**src/rtl/fb_write_arbiter.sv**
```systemverilog
// Round-robin, burst-locked arbiter sharing the frame-buffer write port between drawers.
// Write strobe is registered 1 cycle after the transfer; a requester stalls via req_ready until granted.
module fb_write_arbiter #(
  parameter int N_REQ             = 3,
  parameter int HOR_ACTIVE_PIXELS = 640,
  parameter int VER_ACTIVE_PIXELS = 480,
  localparam int PIXELS_COUNT     = HOR_ACTIVE_PIXELS * VER_ACTIVE_PIXELS,
  localparam int ADDR_WIDTH       = $clog2(PIXELS_COUNT),
  localparam int ID_WIDTH         = (N_REQ > 1) ? $clog2(N_REQ) : 1
) (
  input  logic                        clk,
  input  logic                        rst,
  input  logic [N_REQ-1:0]            req_valid,
  input  logic [N_REQ*ADDR_WIDTH-1:0] req_addr,
  input  logic [N_REQ-1:0]            req_data,
  input  logic [N_REQ-1:0]            req_last,
  output logic [N_REQ-1:0]            req_ready,
  input  logic                        hold,
  output logic                        fb_write_enable,
  output logic [ADDR_WIDTH-1:0]       fb_write_addr,
  output logic                        fb_write_data,
  output logic [ID_WIDTH-1:0]         grant_id,
  output logic                        idle,
  output logic                        addr_error
);

  typedef enum logic {IDLE, BURST} state_e;

  state_e                state_q, state_d;
  logic [ID_WIDTH-1:0]   rr_ptr_q, rr_ptr_d;
  logic [ID_WIDTH-1:0]   grant_id_q, grant_id_d;
  logic                  wr_en_q, wr_en_d;
  logic [ADDR_WIDTH-1:0] wr_addr_q, wr_addr_d;
  logic                  wr_data_q, wr_data_d;
  logic                  addr_err_q, addr_err_d;

  logic [ID_WIDTH-1:0]   sel_id;
  logic                  sel_found;
  int                    idx;
  logic [ADDR_WIDTH-1:0] gnt_addr;
  logic                  xfer;
  logic                  in_range;

  // Explicit wrap so non-power-of-two N_REQ never points at a missing requester.
  function automatic logic [ID_WIDTH-1:0] wrap_inc(input logic [ID_WIDTH-1:0] v);
    if (int'(v) >= N_REQ - 1) return '0;
    return v + 1'b1;
  endfunction

  always_comb begin
    sel_found = 1'b0;
    sel_id    = '0;
    idx       = 0;
    for (int k = 0; k < N_REQ; k++) begin
      idx = int'(rr_ptr_q) + k;
      if (idx >= N_REQ) idx = idx - N_REQ;
      if (!sel_found && req_valid[idx]) begin
        sel_found = 1'b1;
        sel_id    = ID_WIDTH'(idx);
      end
    end
  end

  assign gnt_addr = req_addr[int'(grant_id_q)*ADDR_WIDTH +: ADDR_WIDTH];
  assign xfer     = (state_q == BURST) && req_valid[grant_id_q];
  assign in_range = {1'b0, gnt_addr} < (ADDR_WIDTH+1)'(PIXELS_COUNT);

  always_ff @(posedge clk or posedge rst) begin
    if (rst) begin
      state_q    <= IDLE;
      rr_ptr_q   <= '0;
      grant_id_q <= '0;
      wr_en_q    <= 1'b0;
      wr_addr_q  <= '0;
      wr_data_q  <= 1'b0;
      addr_err_q <= 1'b0;
    end else begin
      state_q    <= state_d;
      rr_ptr_q   <= rr_ptr_d;
      grant_id_q <= grant_id_d;
      wr_en_q    <= wr_en_d;
      wr_addr_q  <= wr_addr_d;
      wr_data_q  <= wr_data_d;
      addr_err_q <= addr_err_d;
    end
  end

  always_comb begin
    state_d    = state_q;
    rr_ptr_d   = rr_ptr_q;
    grant_id_d = grant_id_q;
    wr_en_d    = 1'b0;
    wr_addr_d  = wr_addr_q;
    wr_data_d  = wr_data_q;
    addr_err_d = addr_err_q;
    case (state_q)
      IDLE: begin
        if (!hold && sel_found) begin
          grant_id_d = sel_id;
          state_d    = BURST;
        end
      end
      BURST: begin
        if (xfer) begin
          // Out-of-range pixels are still consumed so the drawer never deadlocks.
          if (in_range) begin
            wr_en_d   = 1'b1;
            wr_addr_d = gnt_addr;
            wr_data_d = req_data[grant_id_q];
          end else begin
            addr_err_d = 1'b1;
          end
          if (req_last[grant_id_q]) begin
            state_d  = IDLE;
            rr_ptr_d = wrap_inc(grant_id_q);
          end
        end
      end
      default: state_d = IDLE;
    endcase
  end

  always_comb begin
    req_ready = '0;
    if (state_q == BURST) req_ready[grant_id_q] = 1'b1;
  end

  assign fb_write_enable = wr_en_q;
  assign fb_write_addr   = wr_addr_q;
  assign fb_write_data   = wr_data_q;
  assign grant_id        = grant_id_q;
  assign addr_error      = addr_err_q;
  assign idle            = (state_q == IDLE) && !wr_en_q;

endmodule

```
**config.mk**
```make
export PLATFORM = sky130hd
export DESIGN_NAME = fb_write_arbiter
export DESIGN_NICKNAME = d
export VERILOG_FILES = /design/src/rtl/fb_write_arbiter.sv
export SDC_FILE = /design/constraint.sdc
export NUM_CORES = 1
export LEC_CHECK = 0
export ABC_AREA = 1
export BUFFER_PORTS_ARGS = -buffer_cell sky130_fd_sc_hd__buf_2
export CAP_MARGIN = 20
export CELL_PAD_IN_SITES_DETAIL_PLACEMENT = 1
export CELL_PAD_IN_SITES_GLOBAL_PLACEMENT = 2
export CORE_ASPECT_RATIO = 1.75
export CORE_MARGIN = 10
export CORE_UTILIZATION = 23
export CTS_CLUSTER_DIAMETER = 40
export DETAILED_ROUTE_END_ITERATION = 10
export PLACE_DENSITY_LB_ADDON = 0.1
export SLEW_MARGIN = 25
export SYNTH_ARGS = -nofsm -noshare
export SYNTH_HDL_FRONTEND = slang
export SYNTH_SLANG_ARGS = --single-unit
```
**constraint.sdc**
```tcl
create_clock -name clk -period 2.4 [get_ports clk]
set_clock_uncertainty 0.2 [all_clocks]
set_input_delay 0.12 -clock clk [delete_from_list [all_inputs] [get_ports clk]]
set_output_delay 0.12 -clock clk [all_outputs]
set_load 0.01 [all_outputs]
```
==> run summary <==
========================================================================================
Run status                                                                  finished clean
Starting density of the core                                                      0.2360
Die outline width                                                               88.33 um
Final number of max-transition violations                                              0
Layout cells sized above 1                                                        0.3316
Ratio of routed vias to standard cells                                             4.597
Power per Cell Area                                                         1285 nW/um^2
Setup repair after global routing missed its margin                                   no
Global-route wire length before repair                                         11,920 um
Ant diodes                                                                             0
Core ar.                                                                      7963 sq um
Startpoint of the worst-slack reg-to-reg timing path                        grant_id[0]$_DFFE_PP0P_
Routability Congestion                                                            0.7960
Remaining max-slew budget at the tightest pin                                     0.7060
Overall overflow remaining after global route                                          0
Final clock period utilization by the worst path                                  0.8811
Clock latency reported for the late side of the worst-skew pair                   260 ps
Initial antenna violation count                                                        0
Clock sinks                                                                           27
Critical path data arrival time                                                  2070 ps
DR WL/cell                                                                      15.62 um
Maximum resistive drop on vdd                                                  0.3316 mV
Critical Path End Type                                                              flop
Total wirelength of the detailed-routed design                                   7249 um
Number of top-level design ports                                                      97
Post-detailed-placement half-perimeter wirelength                                6184 um
Final Instance Count excl. Fillers                                                   464
Number of port buffers                                                                96
Synth Warn #                                                                           0
Count leader, synth                                                              nand2_1
Number of maximum-capacitance constraint violations                                    0
Slowest cell delay on critical path                                               540 ps
Total global routing track utilization                                            0.1199
Flip-flop and latch count after synthesis                                             27
DR vias                                                                            2,133
Clock H-tree levels                                                                    1
Leakage Power                                                                   1.478 nW
Clock tree from TritonCTS                                                           done
Largest fanout on the critical path                                                   21
Fraction of post-synthesis cell area in the top cell type by area                 0.3595
Num rows                                                                              43
Proportion of synthesized chip area in sequential cells                           0.3595
Hold crit path type                                                            in -> reg
Most area-consuming cells after synthesis                                   dfrtp_1 (36%), nand2_1 (25%), nand3_1 (9.3%), nand4_1 (7.0%), inv_1 (3.6%)
Fraction of registers with async set or reset after synthesis                      1.000
Placed Cells incl. Taps                                                              459
FMAX                                                                           472.9 MHz
Number of global-route vias before repair                                          2,443
Nature of the critical path startpoint                                              flop
Maximum number of pins on one net before global-route repair                          28
Startpoint of the most critical setup path                                  grant_id[0]$_DFFE_PP0P_
Starting DRC count in detailed routing                                                42
Cts bufs inserted                                                                      3
Maximum root-to-sink buffer count                                                      2
Total count of hold-check failures in the final report                                 0
Commonest cells in the synthesized netlist                                  nand2_1 (125), nand3_1 (35), dfrtp_1 (27), nand4_1 (21), inv_1 (18)
Final Critical Period                                                            2115 ps
Synth Flop Type                                                                  dfrtp_1
DRC violations left                                                                    0
Count of cells along the worst register-to-register path                               7
CP Class                                                                      reg -> reg
Gate Count Post-Synth                                                                279
Cell area after synthesis                                                     1879 sq um
Clk root buf                                                                   clkbuf_16
Number of search-and-repair iterations in the first detailed-routing pass              4
Layout-stage area growth over the synthesis result                                33.89%
Sum Neg Setup Slack                                                                 0 ps
Cell type contributing the most total cell area after synthesis                  dfrtp_1
Reg-to-reg critical path endpoint                                           fb_write_addr[5]$_DFFE_PP0P_
Full die area                                                               12,330 sq um
Crit path required time                                                          2350 ps
Endpoints failing setup                                                                0
Synthesized area divided by synthesized cell count                           6.736 sq um
Distinct cells, synth                                                                 22
Flop2flop setup slack                                                             290 ps
Antenna-violating nets left                                                            0
Worst-Margin Slew                                                               440.5 ps
Crit path to                                                                fb_write_addr[5]$_DFFE_PP0P_
Y dimension of the die                                                          139.6 um
Syn Nets                                                                             352
Post-synth EDFFs                                                                       0
Nets                                                                                 448
Resize count post-CTS                                                                  0
Number of fill cells in the layout                                                 1,036
Chain of cells forming the critical path                                    inv_2 -> nand3_1 -> nand3_1 -> o21ai_2 -> nand3_2 -> nand2_1 -> nand2_1
Crit path max-delay cell type                                                    dfrtp_1
Clock-pin slew of the registers on the worst-case setup and hold paths             70 ps
========================================================================================
==> timing repair <==
action	in CTS	in global routing
hold endpoints to repair	27	0
hold buffers	1	0
setup buffers	0	0
setup endpoints to repair	0	0
==> how the worst min path moves through the flow <==
stage / end / depth (start not counted) / slack (ps) / start
floorplan: addr_error$_DFFE_PP0P_ / 1 / -30 / rst
CTS: fb_write_addr[7]$_DFFE_PP0P_ / 5 / 20 / req_addr[26]
global route: fb_write_addr[4]$_DFFE_PP0P_ / 5 / 50 / req_addr[23]
detailed placement: fb_write_enable$_DFF_PP0_ / 3 / 10 / rst
global placement: fb_write_enable$_DFF_PP0_ / 3 / 8 / rst
finish: fb_write_addr[1]$_DFFE_PP0P_ / 5 / 20 / req_addr[20]
==> area by class of cell <==
class,count,area (sq um),share of cell area
inverters,22,82.58,0.03282
multi-input cells,216,1016,0.4038
clock buffers,4,78.83,0.03133
repair buffers,105,550.5,0.2188
well taps,90,112.6,0.04475
flip-flops and latches,27,675.6,0.2685
==> per-layer routing <==
layer | track usage | up-vias | share of wire
met3 | 0.02630 | 6 | 0.057
met5 | 0 | - | 0
met2 | 0.2226 | 64 | 0.54
met1 | 0.1241 | 974 | 0.39
met4 | 0.04363 | 0 | 0.015
li1 | - | 1089 | -
==> critical path: cells and delay by family (launching register included) <==
kind	cells	cell delay [ps]
buf+inv	1	180
flops	1	540
compound gates	1	210
simple gates	5	860
==> through the flow <==
step / power [mW] / hold WS [ps] / instance area, sq um / worst slack [ps] / utilization
final: 3.234 / 17.51 / 2516 / 285.3 / 0.3160
after global placement: 2.927 / 7.952 / 2427 / 274.6 / 0.3048
after floorplan: 2.273 / -27.28 / 1879 / 593.6 / -
after detailed placement: 2.952 / 11.36 / 2427 / 226.9 / 0.3048
after global routing: 3.620 / 50.92 / 2516 / 21.38 / 0.3160
after CTS: 3.354 / 16.23 / 2516 / 203.9 / 0.3160
==> flip-flops by register name, summed over array words and instances, names as in the netlist <==
signal / count
fb_write_addr: 19
fb_write_data: 1
fb_write_enable: 1
grant_id: 2
rr_ptr_q: 2
addr_error: 1
state_q: 1
==> cells in the final DEF, fill, tap and decap left out, types with 4 or more instances in the layout <==
| master | synthesis | final |
|---|---|---|
| nand2_1 | 125 | 125 |
| dfrtp_1 | 27 | 27 |
| nand4_1 | 21 | 21 |
| inv_1 | 18 | 18 |
| nand3_2 | 4 | 4 |
| inv_2 | 4 | 4 |
| nor2_1 | 10 | 10 |
| buf_4 | 2 | 8 |
| nor2_2 | 4 | 4 |
| ha_1 | 4 | 4 |
| o21ai_0 | 4 | 4 |
| buf_2 | 6 | 96 |
| nand3_1 | 35 | 35 |
==> report_power, final <==
| part | leakage [nW] | switching [mW] | internal [mW] | total, mW |
|---|---|---|---|---|
| clock network | 0.0382 | 0.155 | 0.228 | 0.383 |
| registers | 0.337 | 0.147 | 0.661 | 0.809 |
| logic | 1.10 | 1.33 | 0.711 | 2.04 |
==> logic make-up after synthesis <==
kind of cell	Yosys count	synth area share
simple gates	203	0.4860
compound gates	9	0.02797
buf+inv	36	0.09986
fa+ha+maj	4	0.02663
flops	27	0.3595
(Power assumes the default switching activity.)
